[config.mk]
export PLATFORM = sky130hd
export DESIGN_NAME = reset_seq
export DESIGN_NICKNAME = d
export VERILOG_FILES = /design/src/rtl/reset_seq.sv
export SDC_FILE = /design/constraint.sdc
export NUM_CORES = 1
export LEC_CHECK = 0
export CAP_MARGIN = 30
export CORE_MARGIN = 5
export CORE_UTILIZATION = 50
export DETAILED_ROUTE_END_ITERATION = 12
export PLACE_DENSITY = 0.73
export SYNTH_ARGS = -nofsm -noshare
export SYNTH_HDL_FRONTEND = slang
export SYNTH_SLANG_ARGS = --single-unit
[constraint.sdc]
create_clock -name clk -period 2.7 [get_ports clk]
set_clock_uncertainty 0.05 [all_clocks]
set_input_delay 0.54 -clock clk [delete_from_list [all_inputs] [get_ports clk]]
set_output_delay 0.54 -clock clk [all_outputs]
set_load 0.03 [all_outputs]
[src/rtl/reset_seq.sv]
// Reset sequencer: synchronises PLL lock, waits for a stable lock window, then
// releases CHANNELS active-high resets in staggered order; aborts on lock loss or sw request.
module reset_seq #(
  parameter int unsigned CHANNELS       = 3,
  parameter int unsigned SYNC_STAGES    = 2,
  parameter int unsigned LOCK_CYCLES    = 16,
  parameter int unsigned STAGGER_CYCLES = 4
) (
  input  logic                clk,
  input  logic                reset_n,
  input  logic                locked_async,
  input  logic                sw_reset_req,
  input  logic                lock_lost_clr,
  output logic [CHANNELS-1:0] resets,
  output logic                ready,
  output logic                lock_lost,
  output logic [7:0]          loss_count
);

  localparam int unsigned LOCK_W = $clog2(LOCK_CYCLES + 1);
  localparam int unsigned STAG_W = (STAGGER_CYCLES > 1) ? $clog2(STAGGER_CYCLES) : 1;
  localparam int unsigned IDX_W  = $clog2(CHANNELS + 1);
  localparam logic [CHANNELS-1:0] ALL_ONES = '1;

  typedef enum logic [1:0] {
    HOLD    = 2'd0,
    RELEASE = 2'd1,
    RUN     = 2'd2
  } state_e;

  state_e                 state;
  logic [SYNC_STAGES-1:0] sync_q;
  logic                   locked_sync;
  logic [LOCK_W-1:0]      lock_cnt;
  logic [STAG_W-1:0]      stag_cnt;
  logic [IDX_W-1:0]       idx;

  // Lock synchroniser; bit 0 is the metastability-catching flop
  always_ff @(posedge clk or negedge reset_n) begin
    if (!reset_n) begin
      sync_q <= '0;
    end else begin
      sync_q <= {sync_q[SYNC_STAGES-2:0], locked_async};
    end
  end

  assign locked_sync = sync_q[SYNC_STAGES-1];

  // Sequencer FSM; resets shift left so lower channels always release first
  always_ff @(posedge clk or negedge reset_n) begin
    if (!reset_n) begin
      state      <= HOLD;
      lock_cnt   <= '0;
      stag_cnt   <= '0;
      idx        <= '0;
      resets     <= ALL_ONES;
      ready      <= 1'b0;
      lock_lost  <= 1'b0;
      loss_count <= 8'd0;
    end else begin
      if (lock_lost_clr) begin
        lock_lost <= 1'b0;
      end
      case (state)
        HOLD: begin
          resets <= ALL_ONES;
          ready  <= 1'b0;
          if (locked_sync && !sw_reset_req) begin
            if (lock_cnt == LOCK_W'(LOCK_CYCLES - 1)) begin
              lock_cnt <= '0;
              stag_cnt <= '0;
              idx      <= IDX_W'(1);
              resets   <= ALL_ONES << 1;
              if (CHANNELS == 1) begin
                state <= RUN;
                ready <= 1'b1;
              end else begin
                state <= RELEASE;
              end
            end else begin
              lock_cnt <= lock_cnt + 1'b1;
            end
          end else begin
            lock_cnt <= '0;
          end
        end
        RELEASE, RUN: begin
          if (!locked_sync || sw_reset_req) begin
            // Abort: lock loss takes priority and is the only one that is recorded
            state    <= HOLD;
            resets   <= ALL_ONES;
            ready    <= 1'b0;
            lock_cnt <= '0;
            stag_cnt <= '0;
            idx      <= '0;
            if (!locked_sync) begin
              lock_lost <= 1'b1;
              if (loss_count != 8'hFF) begin
                loss_count <= loss_count + 8'd1;
              end
            end
          end else if (state == RELEASE) begin
            if (stag_cnt == STAG_W'(STAGGER_CYCLES - 1)) begin
              stag_cnt <= '0;
              resets   <= resets << 1;
              idx      <= idx + 1'b1;
              if (idx == IDX_W'(CHANNELS - 1)) begin
                state <= RUN;
                ready <= 1'b1;
              end
            end else begin
              stag_cnt <= stag_cnt + 1'b1;
            end
          end else begin
            resets <= '0;
            ready  <= 1'b1;
          end
        end
        default: begin
          state  <= HOLD;
          resets <= ALL_ONES;
          ready  <= 1'b0;
        end
      endcase
    end
  end

endmodule

# After elaboration in Yosys (flattened, before gate mapping)

Index checks and enable logic that the tools add are counted.

Register bits: 26
Latch bits: 0
Bits in writable memories: 0
ROM bits: 0
Input bits: 5
Memories kept: 0

$add $sub $neg: 4
$mul: 0
Divide/modulo/power cells: 0
Order comparisons: 0
Equal/unequal tests: 14
Shifts and indexed selects: 0
Multiplexer cells: 36
Bitwise gates (word level): 1
Reduce and logical (&&, ||, !) cells: 13

Operator list:

| cell                  | number |
|---|---|
| $mux W2               | 14 |
| $mux W5               | 3 |
| $pmux W2 S2           | 3 |
| $mux W1               | 11 |
| $pmux W5 S2           | 1 |
| $reduce_and A5 Y1     | 2 |
| $mux W3               | 3 |
| $ne A3 B3 Y1 const B  | 3 |
| $add A8 B1 Y8 const B | 1 |
| $ne A4 B4 Y1 const B  | 2 |
| $ne A8 B8 Y1 const B  | 1 |
| $reduce_and A4 Y1     | 2 |
| $eq A2 B2 Y1 const B  | 3 |
| $ne A2 B2 Y1 const B  | 3 |
| $pmux W3 S2           | 1 |
| $add A5 B1 Y5 const B | 1 |
| $eq A5 B4 Y1 const B  | 1 |
| $add A2 B1 Y2 const B | 2 |
| $reduce_and A2 Y1     | 2 |
| $eq A2 B1 Y1 const B  | 1 |
| $logic_not A1 Y1      | 2 |
| $logic_not A2 Y1      | 1 |
| $reduce_bool A2 Y1    | 1 |
| $reduce_or A2 Y1      | 1 |
| 3 further kinds       | 3 |

# Depth between registers and ports, before layout

Gate-level depths: netlist of the first run.

Depth after elaboration: 6
Gate-level depth with buffers: 7
Mapped depth without buffers: 6

# Worst setup path after synthesis of the first run

No wires, ideal clock.

Path kind: register to register
Start point: reg state[0]
End point: reg loss_count[7]
Library setup time: 0.125 ns
Data arrival time: 1.580 ns
Slack: 0.945 ns
Stages on the path, launching flop included: 7
Buffers on the path: 0
Period minus slack after synthesis: 1.755 ns
Cells stage by stage: dfrtp_1 -> inv_1 -> ha_1 -> nor2b_2 -> nand4_1 -> nor3_1 -> mux2_2

Cells in the longest elaborated chain, start to end: 3
Elaborated cells on any way between the ends: 4

RTL lines:

| item                                                | line | RTL |
|---|---|---|
| start: declaration                                  | 31   | `state_e state;` |
| start signal: assignment                            | 52   | `state <= HOLD;` |
| start signal: assignment                            | 75   | `state <= RUN;` |
| start signal: assignment                            | 78   | `state <= RELEASE;` |
| $eq A2 B1 Y1 / $eq A2 B2 Y1 (equally long branches) | 64   | `case (state)` |
| $reduce_or A2 Y1 (*)                                | 64   |  |
| $reduce_and A4 Y1 (no line) (*)                     | n/a  |  |
| end signal: assignment                              | 99   | `loss_count <= loss_count + 8'd1;` |
| end: declaration                                    | 17   | `output logic [7:0] loss_count` |

Every way passes the cells marked *; elsewhere a longest branch is shown, timed or not.
A chain may end at the register's enable or synchronous reset.

# Final worst setup path of the first run

Start point: reg resets[1]
End point: out resets[1]

RTL lines:

| item                     | line | RTL |
|---|---|---|
| start: declaration       | 14   | `output logic [CHANNELS-1:0] resets,` |
| start signal: assignment | 73   | `resets <= ALL_ONES << 1;` |
| start signal: assignment | 105  | `resets <= resets << 1;` |

No word-level cell between the ends.

==> results.sh, run 1 <==
export IMPL_switching_share_pct=21.65
export IMPL_grt_pass1_wl_um=5092
export IMPL_worstSetupEndpointType="output pin"
export IMPL_path_delay_family="buffers and inverters"
export IMPL_comb_power_share_pct=3.8
export IMPL_seq_area_frac_synth_pct=47.03
export IMPL_yosys_top_cells_count="23 x dfrtp_1, 12 x nand2_1, 10 x inv_1"
export IMPL_yosys_area_top_type_share_pct=41.37
export IMPL_dp_cells=182
export IMPL_htreeDepth=1
export IMPL_totalWireLength_um=2827
export IMPL_nets=168
export IMPL_routedWlPerCell_um=15.20
export IMPL_path_class="flip-flop to output pin"
export IMPL_drive_above_1_share_pct=11.61
export IMPL_synth_seq_cells=26
export IMPL_synth_edff_count=0
export IMPL_min_period_ps=2165
export IMPL_cts_sinks=26
export IMPL_yosys_top_cells_area="dfrtp_1 41%, ha_1 6.3%, dfstp_2 5.7%"
export IMPL_max_stage_delay_ps=670
export IMPL_fmax_mhz=461.8
export IMPL_die_h_um=62.75
export IMPL_cp_cell_sequence="clkdlybuf4s50_1"
export IMPL_cts_path_max_buffers=2
export IMPL_p_clk_share_pct=32.3
export IMPL_final_setup_viol_count=0
export IMPL_yosysUniqueCellTypes=45
export IMPL_netlist_area_um2=1391
export IMPL_die_w_um=62.75
export IMPL_start_util_pct=51.34
export IMPL_dieArea_um2=3938
export IMPL_n_antenna_cell=0
export IMPL_io_buffers=17
export IMPL_rsz0062_at_grt="no"
export IMPL_first_pass_iters=4
export IMPL_p_leak_nw=0.7422
export IMPL_syn_to_final_growth_pct=17.72
export IMPL_worst_path_buf_inv=1
export IMPL_cts_root_buf="clkbuf_4"
export IMPL_slew_viol_final=0
export IMPL_p_seq_share_pct=63.9
export IMPL_grt_pass1_vias=1107
export IMPL_instances_no_fill=186
export IMPL_antenna_found_initial=0
export IMPL_critPathMaxFanout=3
export IMPL_hold_path_class="flip-flop to flip-flop"
export IMPL_ant_nets=0
export IMPL_finalWeightedCongestion=0.8240
export IMPL_cp_arrival_ps=1580
export IMPL_global_route_usage_total_pct=15.73
export IMPL_drc_errors=0
export IMPL_setup_tns_ps=0
export IMPL_worst_pin_slew_ps=321.7
export IMPL_slew_headroom_pct=78.25
export IMPL_gr_total_overflow=0
export IMPL_io_pins=18
export IMPL_ir_drop_mv=0.4445
export IMPL_synthCells=135
export IMPL_critPathLaunchType="flip-flop"
export IMPL_status="complete, no violations"
export IMPL_worstSkewPairLatency_ps=330
export IMPL_dr_total_vias=1101
export IMPL_cts_setup_buffers=0
export IMPL_syn_avg_cell_area_um2=10.31
export IMPL_cts_resized=0
export IMPL_ctsHoldBuffers=0
export IMPL_cts_tree="built"
export IMPL_hold_viol_final=0
export IMPL_first_iter_violations=44
export IMPL_rows=19
export IMPL_fin_crit_sh_pct=80.20
export IMPL_synth_top_area_cell="dfrtp_1"
export IMPL_power_density_nw_per_um2=378.0
export IMPL_coreArea_um2=2710
export IMPL_p_int_mw=0.4851
export IMPL_synth_most_common_cell="dfrtp_1"
export IMPL_cts_inserted_buffers=3
export IMPL_crit_required_ps=2110
export IMPL_viasPerCell=5.919
export IMPL_power_switching_mw=0.1340
export IMPL_ys_warn_count=0
export IMPL_synthFlopType="dfrtp_1"
export IMPL_synthArstFlopShare_pct=100.0
export IMPL_drv_cap=0
export IMPL_dp_hpwl_um=2136
export IMPL_grt_max_degree=27
export IMPL_slowest_stage="clkdlybuf4s50_1"
export IMPL_clk_pin_slew_ps=140
export IMPL_synth_fp_nets=147
## state kept, by name, summed over array words and instances (netlist names)
signal	flops
lock_cnt	5
lock_lost	1
resets	3
stag_cnt	2
idx	2
sync_q	2
loss_count	8
state	2
ready	1
## per-stage QoR
step | hold WS, ps | total power, mW | utilization (%) | setup WS (ps) | cell area, um2
finish | 322.8 | 0.6191 | 60.43 | 534.6 | 1638
global route | 344.1 | 0.6474 | 60.43 | 308.0 | 1638
CTS | 331.4 | 0.6286 | 60.43 | 514.7 | 1638
detailed placement | 299.2 | 0.4274 | 59.10 | 540.4 | 1602
global placement | 288.1 | 0.4260 | 59.10 | 581.2 | 1602
floorplan | 194.4 | 0.4099 | - | 944.8 | 1391
## power by group through the flow
| stage | registers (mW) | clock network [mW] | logic (mW) |
|---|---|---|---|
| final | 0.396 | 0.200 | 0.0234 |
| after CTS | 0.396 | 0.208 | 0.0245 |
| after detailed placement | 0.403 | 0 | 0.0247 |
| after floorplan | 0.402 | 0 | 0.00784 |
| after global placement | 0.402 | 0 | 0.0236 |
| after global routing | 0.396 | 0.224 | 0.0270 |
## logic make-up after synthesis
group / synth area share (%)
AND/OR/NAND/NOR: 20.15
AO/OA/AOI/OAI: 17.09
flip-flops: 47.03
buffers and inverters: 3.687
adder cells (fa/ha/maj): 6.295
multiplexers: 3.867
XOR/XNOR: 1.889
## final cells by class
class | instances | area, um2
Tap cell | 31 | 38.79
Sequential cell | 26 | 654.4
Timing Repair Buffer | 19 | 185.2
Inverter | 10 | 37.54
Fill cell | 236 | 1072
Multi-Input combinational cell | 96 | 685.7
Clock buffer | 4 | 36.28
## worst paths after layout
kind / from / to / slack, ps / depth (start not counted)
max: resets[1] / resets[1] / 530 / 1
min: sync_q[0] / sync_q[1] / 320 / 0
max reg2reg: state[0] / loss_count[7] / 540 / 6
min reg2reg: sync_q[0] / sync_q[1] / 320 / 0
max in group asynchronous: reset_n / resets[2] / 1810 / 2
min in group asynchronous: reset_n / idx[1] / 500 / 2
## routing by layer
| layer | GRT usage [%] | routed length, um | vias to the layer above |
|---|---|---|---|
| met5 | 0 | 0 | - |
| met4 | 5.570 | 46 | 0 |
| met3 | 3.237 | 135 | 5 |
| met2 | 24.22 | 1283 | 28 |
| met1 | 21.79 | 1361 | 534 |
| li1 | - | - | 534 |
## cell usage in the layout (no fill, tap or decap), types with 4 or more instances in the layout
master and instances:
a21oi_1 8, nand2_1 12, dfrtp_1 23, nor3_1 4, inv_1 10, o21ai_0 5
clkdlybuf4s50_1 17, ha_1 7, and3_1 4, nand3_1 5
Note: power is estimated with default switching activity, not from simulation.
==> run 2, diff against run 1 <==
- clock period: 2.7 -> 2.1 ns (I/O delays scaled with it)
==> run 2 against run 1 <==
Critical path depth stayed put. Power rose by 28%. Final area grew 0.92%. Hold slack gained 8.2 ps. Count of clock-buffer cells in the layout unchanged. Final cell count rose by 1.1%. Critical path type unchanged. Largest cell class unchanged. Highest routed layer unchanged.
==> results.sh, run 2 (synthesis gave the netlist of run 1 again) <==
export IMPL_die_w_um=62.75
export IMPL_slew_viol_final=0
export IMPL_cp_cell_sequence="clkdlybuf4s50_1"
export IMPL_clk_pin_slew_ps=140
export IMPL_hold_viol_final=0
export IMPL_slew_headroom_pct=76.47
export IMPL_p_leak_nw=0.7518
export IMPL_cts_path_max_buffers=2
export IMPL_mostFrequentLayoutCells="23 x dfrtp_1, 17 x clkdlybuf4s50_1, 12 x nand2_1"
export IMPL_worstSetupEndpointType="output pin"
export IMPL_cts_resized=0
export IMPL_syn_to_final_growth_pct=18.80
export IMPL_power_density_nw_per_um2=480.6
export IMPL_path_delay_family="buffers and inverters"
export IMPL_crit_required_ps=1630
export IMPL_first_pass_iters=4
export IMPL_drive_above_1_share_pct=12.74
export IMPL_min_period_ps=2020
export IMPL_start_util_pct=51.34
export IMPL_grt_pass1_wl_um=4823
export IMPL_setup_ws_ps=79.66
export IMPL_endpoint="resets[1]"
export IMPL_io_buffers=17
export IMPL_viasPerCell=5.941
export IMPL_reg2reg_depth=7
export IMPL_cts_sinks=26
export IMPL_timing_rr_start="state[0]"
export IMPL_gr_total_overflow=0
export IMPL_hold_path_class="flip-flop to flip-flop"
export IMPL_nets=170
export IMPL_path_class="flip-flop to output pin"
export IMPL_dp_hpwl_um=2029
export IMPL_ant_nets=0
export IMPL_htreeDepth=1
export IMPL_rsz0062_at_grt="no"
export IMPL_slowest_stage="clkdlybuf4s50_1"
export IMPL_dieArea_um2=3938
export IMPL_fmax_mhz=495.0
export IMPL_grt_max_degree=27
export IMPL_max_stage_delay_ps=660
export IMPL_dpl_worst_slack_ps=98.36
export IMPL_drv_cap=0
export IMPL_setup_tns_ps=0
export IMPL_status="complete, no violations"
export IMPL_worst_path_buf_inv=1
export IMPL_finalWeightedCongestion=0.8440
export IMPL_rows=19
export IMPL_largestRegisters="loss_count x8, lock_cnt x5, resets x3"
export IMPL_cts_setup_buffers=0
export IMPL_grt_pass1_vias=1076
export IMPL_r2r_end="stag_cnt[0]"
export IMPL_worst_pin_slew_ps=352.9
export IMPL_cts_tree="built"
export IMPL_die_h_um=62.75
export IMPL_global_route_usage_total_pct=14.85
export IMPL_cp_arrival_ps=1550
export IMPL_coreArea_um2=2710
export IMPL_worst_path_stages=1
export IMPL_cp_startpoint="resets[1]"
export IMPL_n_antenna_cell=0
export IMPL_cts_inserted_buffers=3
export IMPL_critPathMaxFanout=3
export IMPL_power_mw=0.7943
export IMPL_critPathLaunchType="flip-flop"
export IMPL_dr_total_vias=1117
export IMPL_drc_errors=0
export IMPL_cts_root_buf="clkbuf_4"
export IMPL_final_setup_viol_count=0
export IMPL_routedWlPerCell_um=14.47
export IMPL_top_register="loss_count"
export IMPL_first_iter_violations=40
export IMPL_ir_drop_mv=0.3522
export IMPL_worstSkewPairLatency_ps=320
export IMPL_ctsHoldBuffers=0
export IMPL_antenna_found_initial=0
export IMPL_largest_reg_flops=8
export IMPL_final_common_cell="dfrtp_1"
export IMPL_io_pins=18
export IMPL_fin_crit_sh_pct=96.21
export IMPL_totalWireLength_um=2721
export IMPL_regToRegSetupSlack_ps=160
run 2: changes by cell type in the layout (fill, tap and decap cells not counted), sizes merged:
cell	change
buf	+2
run 2: worst min-delay path by stage:
stage	cells past startpoint	from	endpoint
global route	0	sync_q[0]	sync_q[1]
finish	0	sync_q[0]	sync_q[1]
detailed placement	0	sync_q[0]	sync_q[1]
global placement	0	sync_q[0]	sync_q[1]
CTS	0	sync_q[0]	sync_q[1]
floorplan	0	reset_n	idx[0]
run 2: per-layer routing:
metal	vias to the layer above	track usage, %	wire (um)
met3	4	2.878	102
met2	23	25.52	1356
li1	537	-	-
met5	-	0	0
met4	0	4.775	30
met1	553	18.59	1231
run 2: area by class of cell:
type                       instances  area, um2
timing repair buffer              21      200.2
clock buffer                       4      36.28
multi-input combinational         96      685.7
tap                               31      38.79
fill                             246       1057
inverter                          10      37.54
sequential                        26      654.4
run 2: worst register-to-register path: cells and delay by family (launching register included):
kind                     cells  cell delay (ps)
flip-flops                   1              410
multiplexers                 1              180
adder cells (fa/ha/maj)      1              330
AND/OR/NAND/NOR              2              490
buffers and inverters        2              290
AO/OA/AOI/OAI                1              160
run 2: where the power goes:
group	total [mW]	internal (mW)	switching, mW
logic	0.0304	0.0127	0.0177
registers	0.508	0.505	0.00371
clock network	0.255	0.106	0.149
total	0.794	0.623	0.171
run 2: metrics by stage:
step | utilization, % | hold slack (ps) | std cells | area (um2)
4_1_cts | 60.99 | 337.2 | 188 | 1653
3_3_place_gp | 59.65 | 289.0 | 184 | 1617
5_1_grt | 60.99 | 353.7 | 188 | 1653
2_1_floorplan | - | 74.41 | 135 | 1391
3_5_place_dp | 59.65 | 305.0 | 184 | 1617
6_report | 60.99 | 331.0 | 188 | 1653
==> run 3, diff against run 2 <==
- DONT_BUFFER_PORTS: not set -> 1
- PLACE_DENSITY: 0.73 -> 0.65
==> run 3 against run 2 <==
Non-clock buffer count is 11 lower. Register-to-register slack improved by 110 ps. Final cell count shrank 5.9%. Clock power is 33% higher. Worst setup slack improved by 190 ps. Largest cell class unchanged. Count of clock-buffer cells in the layout fell by 1. Die area is the same. Sequential share of layout area rose by 2.4 points. Sequential power about the same. Routed wire length shrank 4.2%. Fmax increased by 10%. Utilization fell by 3.5 points.
==> results.sh, run 3 (synthesis gave the netlist of run 1 again) <==
export IMPL_status="complete, no violations"
export IMPL_cts_resized=0
export IMPL_die_h_um=62.75
export IMPL_cp_cell_sequence="inv_1 -> ha_1 -> nor2b_2 -> nand4_1 -> nor3_1 -> mux2_2"
export IMPL_cts_tree="built"
export IMPL_dp_hpwl_um=1995
export IMPL_setup_tns_ps=0
export IMPL_max_stage_delay_ps=400
export IMPL_min_period_ps=1833
export IMPL_critPathLaunchType="flip-flop"
export IMPL_fin_crit_sh_pct=87.28
export IMPL_hold_viol_final=0
export IMPL_worst_path_buf_inv=1
export IMPL_drc_errors=0
export IMPL_totalWireLength_um=2606
export IMPL_die_w_um=62.75
export IMPL_routedWlPerCell_um=14.72
export IMPL_regToRegSetupSlack_ps=270
export IMPL_dp_cells=171
export IMPL_grt_pass1_wl_um=5050
export IMPL_ant_nets=0
export IMPL_final_setup_viol_count=0
export IMPL_io_pins=18
export IMPL_cp_arrival_ps=2000
export IMPL_slowest_stage="dfrtp_1"
export IMPL_clk_pin_slew_ps=140
export IMPL_worstSkewPairLatency_ps=310
export IMPL_drive_above_1_share_pct=17.12
export IMPL_finalWeightedCongestion=0.7998
export IMPL_worstSetupEndpointType="flip-flop"
export IMPL_gr_total_overflow=0
export IMPL_fill_cells=251
export IMPL_start_util_pct=51.34
export IMPL_rows=19
export IMPL_io_buffers=0
export IMPL_crit_required_ps=2270
export IMPL_path_class="flip-flop to flip-flop"
export IMPL_largestRegisters="loss_count x8, lock_cnt x5, resets x3"
export IMPL_p_leak_nw=0.7319
export IMPL_slew_viol_final=0
export IMPL_htreeDepth=1
export IMPL_cts_root_buf="clkbuf_4"
export IMPL_viasPerCell=5.921
export IMPL_syn_to_final_growth_pct=12.05
export IMPL_critPathMaxFanout=3
export IMPL_coreArea_um2=2710
export IMPL_first_iter_violations=50
export IMPL_worst_pin_slew_ps=408.5
export IMPL_drv_cap=0
export IMPL_hold_path_class="input pin to flip-flop"
export IMPL_cts_inserted_buffers=3
export IMPL_n_antenna_cell=0
export IMPL_grt_max_degree=27
export IMPL_cts_path_max_buffers=2
export IMPL_ir_drop_mv=0.4206
export IMPL_antenna_found_initial=0
export IMPL_grt_pass1_vias=1147
export IMPL_first_pass_iters=4
export IMPL_dpl_cell_area_um2=1476
export IMPL_rsz0062_at_grt="no"
export IMPL_fmax_mhz=545.6
export IMPL_slew_headroom_pct=72.77
export IMPL_largest_reg_flops=8
export IMPL_instances_no_fill=177
export IMPL_cts_setup_buffers=0
export IMPL_fin_area_um2=1559
export IMPL_dr_total_vias=1048
export IMPL_top_register="loss_count"
export IMPL_path_delay_family="simple AND/OR/NAND/NOR gates"
export IMPL_power_density_nw_per_um2=561.6
export IMPL_nets=159
export IMPL_mostFrequentLayoutCells="23 x dfrtp_1, 12 x nand2_1, 10 x inv_1"
export IMPL_dieArea_um2=3938
export IMPL_cts_sinks=26
export IMPL_final_common_cell="dfrtp_1"
export IMPL_global_route_usage_total_pct=15.32
run 3: final cells by class:
cell class	count	area, um2	area share [%]
well taps	31	38.79	2.488
clock buffers	3	22.52	1.445
flip-flops and latches	26	654.4	41.97
clock inverters	1	30.03	1.926
multi-input cells	96	685.7	43.98
inverters	10	37.54	2.408
repair buffers	10	90.09	5.778
run 3: stage by stage:
| step | setup slack, ps | util [%] | hold WS (ps) | total power [mW] |
|---|---|---|---|---|
| 2_1_floorplan | 344.8 | - | 74.41 | 0.5270 |
| 3_3_place_gp | 357.8 | 54.48 | 75.11 | 0.5295 |
| 3_5_place_dp | 287.9 | 54.48 | 75.27 | 0.5303 |
| 4_1_cts | 272.4 | 57.53 | 39.66 | 0.8960 |
| 5_1_grt | 148.7 | 57.53 | 14.55 | 0.9232 |
| 6_report | 267.1 | 57.53 | 61.23 | 0.8755 |
run 3: report_power, final:
group	switching [mW]	leakage (nW)	internal, mW
Combinational	0.0171	0.362	0.0102
Sequential	0.00371	0.342	0.505
Clock	0.147	0.0279	0.193
run 3: worst paths after layout:
kind                              start       endpoint  depth (start not counted)
max                            state[1]  loss_count[7]                          6
min                        locked_async      sync_q[0]                          0
max reg2reg                    state[1]  loss_count[7]                          6
min reg2reg                   sync_q[0]      sync_q[1]                          0
max in group asynchronous       reset_n      resets[0]                          2
min in group asynchronous       reset_n          ready                          2
run 3: per-layer routing:
metal	up-vias	GRT usage, %	routed length (um)
met3	2	2.878	83
li1	516	-	-
met4	0	5.570	19
met2	11	26.81	1309
met5	-	0	0
met1	519	18.52	1194
run 3: repair_timing:
action / CTS / global route
endpoints found under the setup margin: 0 / 0
hold buffers: 2 / 0
endpoints found under the hold margin: 26 / 0
